$ cat src/rtl/alu_multicycle.sv
// Multi-cycle ALU with a valid/ready request and result handshake.
// Logic, add/sub and shift operations finish one cycle after accept.
// MUL and DIV use an iterative engine that runs SIZE cycles and
// always takes the full SIZE cycles, including for divide-by-zero.
module alu_multicycle #(
    parameter int SIZE = 32
) (
    input  logic            clk,
    input  logic            resetn,
    input  logic            in_valid,
    output logic            in_ready,
    input  logic [SIZE-1:0] op1,
    input  logic [SIZE-1:0] op2,
    input  logic [3:0]      alu_op,
    output logic            out_valid,
    input  logic            out_ready,
    output logic [SIZE-1:0] result,
    output logic            zero,
    output logic            ovf,
    output logic            dbz
);

    // state | meaning
    // IDLE  | waiting for a request, in_ready high
    // BUSY  | MUL/DIV engine iterating, r_cnt counts down to 0
    // DONE  | result presented, held until out_ready
    localparam logic [1:0] S_IDLE = 2'd0;
    localparam logic [1:0] S_BUSY = 2'd1;
    localparam logic [1:0] S_DONE = 2'd2;

    localparam logic [3:0] OP_SRL  = 4'b0000;
    localparam logic [3:0] OP_SLL  = 4'b0001;
    localparam logic [3:0] OP_SRA  = 4'b0010;
    localparam logic [3:0] OP_SLLV = 4'b0011;
    localparam logic [3:0] OP_ADD  = 4'b0100;
    localparam logic [3:0] OP_SUB  = 4'b0101;
    localparam logic [3:0] OP_MUL  = 4'b0110;
    localparam logic [3:0] OP_DIV  = 4'b0111;
    localparam logic [3:0] OP_AND  = 4'b1000;
    localparam logic [3:0] OP_OR   = 4'b1001;
    localparam logic [3:0] OP_NOR  = 4'b1010;
    localparam logic [3:0] OP_NAND = 4'b1011;
    localparam logic [3:0] OP_XOR  = 4'b1100;

    localparam int CW  = $clog2(SIZE);
    localparam int SHW = $clog2(SIZE);
    localparam int MSB = SIZE - 1;

    localparam logic [CW-1:0]   C_CNT_LOAD = CW'(SIZE - 1);
    localparam logic [63:0]     C_SIZE64   = 64'(SIZE);
    localparam logic [SIZE-1:0] C_MOST_NEG = {1'b1, {(SIZE-1){1'b0}}};

    logic [1:0]        r_state;
    logic [CW-1:0]     r_cnt;
    logic              r_is_div;

    logic [2*SIZE-1:0] r_acc;
    logic [2*SIZE-1:0] r_mcand;
    logic [SIZE-1:0]   r_mplier;

    logic [SIZE-1:0]   r_rem;
    logic [SIZE-1:0]   r_quo;
    logic [SIZE-1:0]   r_divisor;
    logic              r_q_neg;
    logic              r_div_dbz;
    logic              r_div_ovf;

    logic [SIZE-1:0]   r_result;
    logic              r_zero;
    logic              r_ovf;
    logic              r_dbz;

    logic              w_accept;
    logic              w_is_mul;
    logic              w_is_div;
    logic              w_is_long;
    logic              w_shamt_big;
    logic [SHW-1:0]    w_shamt;
    logic [SIZE-1:0]   w_sum;
    logic [SIZE-1:0]   w_diff;
    logic [SIZE-1:0]   w_srl;
    logic [SIZE-1:0]   w_sra;
    logic [SIZE-1:0]   w_sll;
    logic [SIZE-1:0]   w_sll_back;
    logic [SIZE-1:0]   w_sc_res;
    logic              w_sc_ovf;

    logic              w_last;
    logic [2*SIZE-1:0] w_mul_addend;
    logic [2*SIZE-1:0] w_acc_next;
    logic              w_mul_ovf;

    logic [SIZE:0]     w_rem_sh;
    logic              w_rem_ge;
    logic [SIZE-1:0]   w_rem_sub;
    logic [SIZE-1:0]   w_rem_next;
    logic [SIZE-1:0]   w_quo_next;
    logic [SIZE-1:0]   w_div_res;
    logic [SIZE-1:0]   w_abs1;
    logic [SIZE-1:0]   w_abs2;

    logic [SIZE-1:0]   w_fin_res;
    logic              w_fin_ovf;
    logic              w_fin_dbz;

    assign in_ready  = (r_state == S_IDLE);
    assign out_valid = (r_state == S_DONE);
    assign result    = r_result;
    assign zero      = r_zero;
    assign ovf       = r_ovf;
    assign dbz       = r_dbz;

    assign w_accept  = in_valid && (r_state == S_IDLE);
    assign w_is_mul  = (alu_op == OP_MUL);
    assign w_is_div  = (alu_op == OP_DIV);
    assign w_is_long = w_is_mul || w_is_div;

    // Shift amount is op2 as unsigned; anything >= SIZE saturates.
    assign w_shamt_big = (64'(op2) >= C_SIZE64);
    assign w_shamt     = op2[SHW-1:0];

    assign w_sum      = op1 + op2;
    assign w_diff     = op1 - op2;
    assign w_srl      = op1 >> w_shamt;
    assign w_sra      = $unsigned($signed(op1) >>> w_shamt);
    assign w_sll      = op1 << w_shamt;
    // Shifting back arithmetically recovers op1 only when every bit
    // pushed out, and the new sign bit, matched the original sign.
    assign w_sll_back = $unsigned($signed(w_sll) >>> w_shamt);

    // Single-cycle datapath, evaluated straight from the request inputs
    always_comb begin
        w_sc_res = '0;
        w_sc_ovf = 1'b0;
        case (alu_op)
            OP_AND:  w_sc_res = op1 & op2;
            OP_OR:   w_sc_res = op1 | op2;
            OP_NOR:  w_sc_res = ~(op1 | op2);
            OP_NAND: w_sc_res = ~(op1 & op2);
            OP_XOR:  w_sc_res = op1 ^ op2;
            OP_ADD: begin
                w_sc_res = w_sum;
                w_sc_ovf = (op1[MSB] == op2[MSB]) && (w_sum[MSB] != op1[MSB]);
            end
            OP_SUB: begin
                w_sc_res = w_diff;
                w_sc_ovf = (op1[MSB] != op2[MSB]) && (w_diff[MSB] != op1[MSB]);
            end
            OP_SRL:  w_sc_res = w_shamt_big ? '0 : w_srl;
            OP_SRA:  w_sc_res = w_shamt_big ? {SIZE{op1[MSB]}} : w_sra;
            OP_SLL, OP_SLLV: begin
                if (w_shamt_big) begin
                    w_sc_res = '0;
                    w_sc_ovf = |op1;
                end else begin
                    w_sc_res = w_sll;
                    w_sc_ovf = (w_sll_back != op1);
                end
            end
            OP_MUL, OP_DIV: begin
                w_sc_res = '0;
                w_sc_ovf = 1'b0;
            end
            default: begin
                w_sc_res = '0;
                w_sc_ovf = 1'b1;
            end
        endcase
    end

    assign w_last = (r_cnt == '0);

    // Radix-2 shift-add: the final step weighs the multiplier sign bit
    // by -2^(SIZE-1), which makes the 2*SIZE product signed-correct.
    assign w_mul_addend = r_mplier[0] ? r_mcand : '0;
    assign w_acc_next   = w_last ? (r_acc - w_mul_addend) : (r_acc + w_mul_addend);
    assign w_mul_ovf    = (w_acc_next[2*SIZE-1:SIZE] != {SIZE{w_acc_next[MSB]}});

    // Restoring division on magnitudes; sign applied at the end so the
    // quotient truncates toward zero.
    assign w_abs1     = op1[MSB] ? -op1 : op1;
    assign w_abs2     = op2[MSB] ? -op2 : op2;
    assign w_rem_sh   = {r_rem, r_quo[MSB]};
    assign w_rem_ge   = (w_rem_sh >= {1'b0, r_divisor});
    assign w_rem_sub  = w_rem_sh[SIZE-1:0] - r_divisor;
    assign w_rem_next = w_rem_ge ? w_rem_sub : w_rem_sh[SIZE-1:0];
    assign w_quo_next = {r_quo[SIZE-2:0], w_rem_ge};
    assign w_div_res  = r_div_dbz ? '0 : (r_q_neg ? -w_quo_next : w_quo_next);

    assign w_fin_res = r_is_div ? w_div_res : w_acc_next[SIZE-1:0];
    assign w_fin_ovf = r_is_div ? r_div_ovf : w_mul_ovf;
    assign w_fin_dbz = r_is_div && r_div_dbz;

    // Control FSM and iteration down-counter
    always_ff @(posedge clk or negedge resetn) begin
        if (!resetn) begin
            r_state <= S_IDLE;
            r_cnt   <= '0;
        end else begin
            case (r_state)
                S_IDLE: begin
                    if (w_accept) begin
                        if (w_is_long) begin
                            r_state <= S_BUSY;
                            r_cnt   <= C_CNT_LOAD;
                        end else begin
                            r_state <= S_DONE;
                        end
                    end
                end
                S_BUSY: begin
                    if (w_last) begin
                        r_state <= S_DONE;
                    end else begin
                        r_cnt <= r_cnt - CW'(1);
                    end
                end
                S_DONE: begin
                    if (out_ready) begin
                        r_state <= S_IDLE;
                    end
                end
                default: r_state <= S_IDLE;
            endcase
        end
    end

    // Iterative engine: operands captured on accept, stepped while BUSY
    always_ff @(posedge clk or negedge resetn) begin
        if (!resetn) begin
            r_is_div  <= 1'b0;
            r_acc     <= '0;
            r_mcand   <= '0;
            r_mplier  <= '0;
            r_rem     <= '0;
            r_quo     <= '0;
            r_divisor <= '0;
            r_q_neg   <= 1'b0;
            r_div_dbz <= 1'b0;
            r_div_ovf <= 1'b0;
        end else if (w_accept && w_is_long) begin
            r_is_div  <= w_is_div;
            r_acc     <= '0;
            r_mcand   <= {{SIZE{op1[MSB]}}, op1};
            r_mplier  <= op2;
            r_rem     <= '0;
            r_quo     <= w_abs1;
            r_divisor <= w_abs2;
            r_q_neg   <= op1[MSB] ^ op2[MSB];
            r_div_dbz <= (op2 == '0);
            r_div_ovf <= (op1 == C_MOST_NEG) && (&op2);
        end else if (r_state == S_BUSY) begin
            r_acc    <= w_acc_next;
            r_mcand  <= r_mcand << 1;
            r_mplier <= r_mplier >> 1;
            r_rem    <= w_rem_next;
            r_quo    <= w_quo_next;
        end
    end

    // Output registers, written once per operation and held through DONE
    always_ff @(posedge clk or negedge resetn) begin
        if (!resetn) begin
            r_result <= '0;
            r_zero   <= 1'b0;
            r_ovf    <= 1'b0;
            r_dbz    <= 1'b0;
        end else if (w_accept && !w_is_long) begin
            r_result <= w_sc_res;
            r_zero   <= (w_sc_res == '0);
            r_ovf    <= w_sc_ovf;
            r_dbz    <= 1'b0;
        end else if ((r_state == S_BUSY) && w_last) begin
            r_result <= w_fin_res;
            r_zero   <= (w_fin_res == '0);
            r_ovf    <= w_fin_ovf;
            r_dbz    <= w_fin_dbz;
        end
    end

endmodule

$ cat config.mk
export PLATFORM = sky130hd
export DESIGN_NAME = alu_multicycle
export DESIGN_NICKNAME = d
export VERILOG_FILES = /design/src/rtl/alu_multicycle.sv
export SDC_FILE = /design/constraint.sdc
export NUM_CORES = 2
export LEC_CHECK = 0
export CAP_MARGIN = 25
export CORE_UTILIZATION = 35
export CTS_BUF_LIST = sky130_fd_sc_hd__clkbuf_4
export CTS_CLUSTER_DIAMETER = 200
export DETAILED_ROUTE_END_ITERATION = 6
export PLACE_DENSITY = 0.47
export SLEW_MARGIN = 20
export SYNTH_ARGS = -nofsm -noshare
export SYNTH_HDL_FRONTEND = slang
export SYNTH_SLANG_ARGS = --single-unit
$ cat constraint.sdc
create_clock -name clk -period 8.65 [get_ports clk]
set_clock_uncertainty 0.15 [all_clocks]
set_input_delay 0.865 -clock clk [delete_from_list [all_inputs] [get_ports clk]]
set_output_delay 0.865 -clock clk [all_outputs]
set_load 0.05 [all_outputs]
* Word-level counts from Yosys, hierarchy flattened
Cells that the tools add are included.
Storage, ports and cells: memories 0, logic and storage cells 130, input port bits 72, bits in writable memories 0, bits in latches 0, memory bits (read-only) 0, flip-flop bits (word level) 302, output and inout bits 37
Cells by class: magnitude comparators 2, bitwise gates (word level) 6, shift operators 4, $add $sub $neg 9, divide/modulo/power cells 0, reduce and logical (&&, ||, !) cells 25, multipliers 0, multiplexer cells 42, eq/ne operators 26
Operators with widths (count):
- 32-bit two-way mux | 17
- 64-bit two-way mux | 6
- 32-bit one-hot mux with 10 select lines | 1
- 32-bit zero test | 3
- 32-bit negator | 3
- 64-bit adder | 1
- 32-bit inequality test | 2
- 32-bit NOT | 2
- 32-bit by 5-bit >>> shifter with 32-bit output | 2
- 32-bit subtractor | 2
- 64-bit subtractor | 1
- 33-bit by 32-bit >= comparator with 1-bit output | 1
- 32-bit adder | 1
- 32-bit AND | 1
- 32-bit == test, second input constant | 1
- 32-bit by 6-bit >= comparator with 1-bit output, second input constant | 1
- 32-bit OR | 1
- 32-bit AND reduction | 1
- 32-bit OR reduction | 1
- 32-bit by 5-bit left shift with 32-bit output | 1
- 32-bit by 5-bit right shift with 32-bit output | 1
- 32-bit bitwise XOR | 1
- 4-bit == test, second input constant | 5
- 4-bit by 3-bit == test with 1-bit output, second input constant | 4
- 27 further kinds | 54

* Longest topological paths before layout
word-level depth 8, depth in mapped cells 30

* Worst setup path after synthesis
Ideal clock, no wire load.
path kind register to register, start register r_mplier[0], end register r_ovf (netlist: ovf), period minus slack after synthesis 6.934 ns, path buffers 5, stages on the path, launching flop included 29, setup slack 1.716 ns, arrival 6.657 ns, cells stage by stage dfrtp_1 clkbuf_1 clkbuf_1 clkbuf_1 clkbuf_1 buf_1 nand2_1 ha_1 nand2_1 a21oi_1 nand3_1 o21ai_1 nand2_1 o311ai_0 ha_1 nand4_1 or4b_2 a211oi_1 a311oi_1 o41ai_1 a31o_2 a22oi_1 a31oi_1 xor2_1 or4_1 or3_1 nor4_1 o2111ai_1 a311o_1
Between the ends: cells in the longest elaborated chain, start to end 7, elaborated cells on any way between the ends 8, those cells by class add/sub: 2; eq/ne: 1; mux: 5
Ends and longest elaborated chain:
- start: declaration | line 59 | logic [SIZE-1:0] r_mplier;
- start signal: assignment | line 245 | r_mplier <= op2;
- start signal: assignment | line 255 | r_mplier <= r_mplier >> 1;
- 64-bit two-way mux (*) | line 175 | assign w_mul_addend = r_mplier[0] ? r_mcand : '0;
- 64-bit adder or 64-bit subtractor (tied branches) | line 176 | assign w_acc_next = w_last ? (r_acc - w_mul_addend) : (r_acc + w_mul_addend);
- 64-bit two-way mux (*) | line 176
- 32-bit inequality test (*) | line 177 | assign w_mul_ovf = (w_acc_next[2*SIZE-1:SIZE] != {SIZE{w_acc_next[MSB]}});
- 1-bit two-way mux (*) | line 191 | assign w_fin_ovf = r_is_div ? r_div_ovf : w_mul_ovf;
- 1-bit two-way mux (*) | line 273 | end else if ((r_state == S_BUSY) && w_last) begin
- 1-bit two-way mux (*) | line 268 | end else if (w_accept && !w_is_long) begin
- end signal: assignment | line 271 | r_ovf <= w_sc_ovf;
- end signal: assignment | line 276 | r_ovf <= w_fin_ovf;
- end: declaration | line 70 | logic r_ovf;
Mark *: on every way between the ends. The rest lies on a longest branch, timed or not. The select of a mux whose other input is x is not followed. A chain may end at the register's enable or synchronous reset.

* Worst setup path after layout
start register r_mcand[10], end register r_ovf (netlist: ovf)
Between the ends: cells in the longest elaborated chain, start to end 7, elaborated cells on any way between the ends 8, those cells by class add/sub: 2; eq/ne: 1; mux: 5
Ends and longest elaborated chain:
- start: declaration | line 58 | logic [2*SIZE-1:0] r_mcand;
- start signal: assignment | line 244 | r_mcand <= {{SIZE{op1[MSB]}}, op1};
- start signal: assignment | line 254 | r_mcand <= r_mcand << 1;
- 64-bit two-way mux (*) | line 175
- 64-bit adder or 64-bit subtractor (tied branches) | line 176
- 64-bit two-way mux (*) | line 176
- 32-bit inequality test (*) | line 177
- 1-bit two-way mux (*) | line 191
- 1-bit two-way mux (*) | line 273
- 1-bit two-way mux (*) | line 268
Marks and branches as above.

==> results.sh <==
export IMPL_finalNetCount=4700
export IMPL_htree_levels=3
export IMPL_synthDistinctLibCells=94
export IMPL_final_cell_mix="nand2_1 (641), o21ai_0 (356), nor2_1 (324), dfrtp_1 (301), a21oi_1 (295)"
export IMPL_hold_path_class="in2async"
export IMPL_wire_per_inst_um=27.60
export IMPL_via_per_inst=6.358
export IMPL_ant_nets=0
export IMPL_start_util_pct=35.28
export IMPL_grtUsageTotal_pct=31.44
export IMPL_rsz0062_at_grt="false"
export IMPL_maxSlewHeadroom_pct=23.84
export IMPL_port_buffers=108
export IMPL_async_flop_share_pct=100.0
export IMPL_grt_pass1_wl_mm=233.4
export IMPL_grt_pass1_vias=33790
export IMPL_coreArea_sq_um=96570
export IMPL_grt_start_max_net_pins=190
export IMPL_syn_to_final_growth_pct=9.741
export IMPL_path_max_fanout=6
export IMPL_clockBufferDepth=3
export IMPL_syn_avg_cell_area_sq_um=7.622
export IMPL_path_clk_slew_ns=0.06
export IMPL_drc=0
export IMPL_ios=109
export IMPL_r2r_end="ovf"
export IMPL_fmax_ghz=0.1282
export IMPL_cts_setup_buffers=0
export IMPL_reg2reg_slack_ns=0.85
export IMPL_drv_slew=0
export IMPL_multi_input_area_sq_um=24510
export IMPL_swShare_pct=54.49
export IMPL_start_kind="flop"
export IMPL_end_kind="flop"
export IMPL_fin_crit_ns=7.801
export IMPL_gp_congestion=1.011
export IMPL_tritoncts="built"
export IMPL_yosysSeqAreaShare_pct=22.19
export IMPL_required_ns=9.30
export IMPL_cp_data_arrival_time_ns=8.45
export IMPL_p_leak_nw=15.68
export IMPL_outcome="finished clean"
export IMPL_reg2reg_depth=27
export IMPL_fin_area_sq_um=37380
export IMPL_r2r_start="r_mcand[10]"
export IMPL_synth_seq_cells=302
export IMPL_period_share_pct=90.19
export IMPL_p_comb_share_pct=68.0
export IMPL_clkPwrFrac_pct=10.9
export IMPL_die_area_sq_um=98580
export IMPL_post_dp_hpwl_mm=118.5
export IMPL_root_buffer="clkbuf_4"
export IMPL_final_common_cell="nand2_1"
export IMPL_synth_fp_nets=4743
export IMPL_yosys_warnings=0
export IMPL_die_w_um=314.0
export IMPL_regArea_sq_um=7559
export IMPL_tightestPinTransition_ns=1.132
export IMPL_first_iter_violations=4760
export IMPL_ir_drop_uv=195.8
export IMPL_first_pass_iters=6
export IMPL_setup_viol=0
export IMPL_crit_type="reg2reg"
export IMPL_p_int_mw=5.909
export IMPL_cts_sinks=302
export IMPL_synth_edf_count=0
export IMPL_cap_violations=0
export IMPL_post_route_cells_drive_above_1_share_pct=9.271
export IMPL_total_power_mw=12.99
export IMPL_hold_viol=0
export IMPL_pwr_share_seq_pct=21.0
export IMPL_grt_ovfl_total=0
export IMPL_fillers=10100
export IMPL_endpoint="ovf"
export IMPL_p_sw_mw=7.077
export IMPL_die_h_um=314.0
export IMPL_totalWireLength_mm=159.3
export IMPL_syn_area_sq_um=34060
export IMPL_rows=114
export IMPL_place_area_sq_um=36230
export IMPL_synthesis_instances=4469
export IMPL_synth_ff_type="dfrtp_1"
export IMPL_p_per_area_nw_per_um2=347.4
export IMPL_fin_util_pct=38.71
export IMPL_cts_buffers=93
export IMPL_crit_path_start="r_mcand[10]"
export IMPL_final_setup_tns_ns=0
export IMPL_clk_latency_ns=0.99
export IMPL_antenna_found_initial=8
export IMPL_vias=36690
[through the flow]
stage          hold slack, ns  setup WS, ns  cells
4_1_cts                0.2235        0.7996   5762
6_report               0.2948        0.8488   5770
5_1_grt                0.2747        0.3344   5767
3_5_place_dp           0.3131        0.7797   5605
3_3_place_gp           0.3080        0.8734   5604
2_1_floorplan          0.2913         1.716   4469
[metal layers]
| metal | wire length [um] | part of all wire (%) | vias up | track usage, % |
|---|---|---|---|---|
| met3 | 14590 | 9.2 | 335 | 6.542 |
| met2 | 64620 | 41 | 1839 | 43.94 |
| met5 | 0 | 0 | - | 0 |
| met4 | 6960 | 4.4 | 0 | 13.13 |
| li1 | - | - | 16590 | - |
| met1 | 73090 | 46 | 17920 | 46.24 |
[Yosys cell counts (all sizes together) (16+ instances only)]
cell type / n / area [sq um]
nand2: 641 / 2406
o21ai: 360 / 1802
nor2: 329 / 1235
dfrtp: 302 / 7557
a21oi: 297 / 1490
clkbuf: 292 / 1096
ha: 198 / 2477
inv: 179 / 671.9
xnor2: 162 / 1419
a22oi: 112 / 845.8
nor3: 90 / 450.4
nand3: 86 / 430.4
a21o: 84 / 630.6
a31oi: 79 / 494.2
xor2: 75 / 656.9
mux4: 71 / 1603
a22o: 65 / 569.3
mux2i: 65 / 654.4
a221o: 63 / 630.6
buf: 60 / 296.5
a211oi: 55 / 412.9
o22ai: 53 / 337.8
nand4: 47 / 294.0
nand2b: 46 / 287.8
nor4: 44 / 281.5
o211ai: 43 / 322.8
o221ai: 40 / 356.6
o31ai: 40 / 300.3
or3: 35 / 219.0
and3: 32 / 200.2
nor2b: 30 / 187.7
o21bai: 28 / 210.2
a221oi: 24 / 210.2
mux2: 24 / 277.8
o41ai: 21 / 183.9
o21a: 20 / 150.1
or2: 18 / 112.6
or4: 17 / 127.6
and2: 16 / 100.1
[sequential cells by signal, indices dropped and copies added (netlist names)]
name       flops
r_div_dbz      1
r_rem         32
r_cnt          5
r_acc         64
result        32
r_q_neg        1
r_divisor     32
r_div_ovf      1
zero           1
r_is_div       1
r_mplier      32
r_mcand       64
ovf            1
dbz            1
r_state        2
r_quo         32
[kinds of logic (layout without fill, tap and decap cells)]
logic type               Yosys count  in the layout  synth area share, %
adder cells (fa/ha/maj)          202            202                7.508
AO/OA/AOI/OAI                   1564           1564                31.13
buffers and inverters            534            552                6.094
other                              0              7                    0
AND/OR/NAND/NOR                 1470           1470                19.55
XOR/XNOR                         237            237                6.094
flip-flops                       302            302                22.19
multiplexers                     160            160                7.442
[critical path, cell delays in order (launching register included)]
cell and delay, ns:
dfrtp_1 0.43, or3_1 0.43, or4_1 0.44, or4b_2 0.67, a21oi_1 0.16, buf_4 0.16, nand3_1 0.19, o21ai_1 0.19
buf_4 0.18, nand2_1 0.16, o311ai_0 0.23, ha_1 0.32, nand4_1 0.14, or4b_2 0.65, a211oi_1 0.25, a311oi_1 0.08
buf_4 0.17, o41ai_1 0.31, buf_4 0.19, a31o_2 0.20, a22oi_1 0.11, nor2b_1 0.17, xor2_1 0.23, nand4_1 0.11
or4_1 0.41, o31ai_1 0.29, o2111ai_1 0.30, a311o_1 0.38
[cell type report]
type                       count  area share [%]
timing repair buffer         214           5.077
clock inverter                25          0.3615
multi-input combinational   3633           65.57
clock buffer                 131           2.631
inverter                     182           1.827
antenna                        7         0.04686
tap                         1276           4.271
sequential                   302           20.22
[worst min-delay path by stage]
stage | start | end | slack, ns
finish | resetn | r_rem[19] | 0.29
global route | out_ready | r_state[1] | 0.27
CTS | out_ready | r_state[1] | 0.22
detailed placement | r_mplier[26] | r_mplier[26] | 0.31
global placement | r_mplier[6] | r_mplier[6] | 0.31
floorplan | r_div_ovf | r_div_ovf | 0.29
[power by group through the flow]
stage,sequential [mW],clock (mW),combinational [mW]
2_1_floorplan,2.65,0,5.96
3_3_place_gp,2.74,0,8.76
3_5_place_dp,2.73,0,8.70
4_1_cts,2.72,1.47,8.74
5_1_grt,2.82,1.54,9.61
6_report,2.73,1.42,8.83
[what timing repair did]
action / 4_1_cts / 5_1_grt
resized for setup: 0 / 0
hold buffers: 1 / 0
hold endpoints to repair: 65 / 0
setup endpoints to repair: 0 / 0
(Power assumes the default switching activity.)
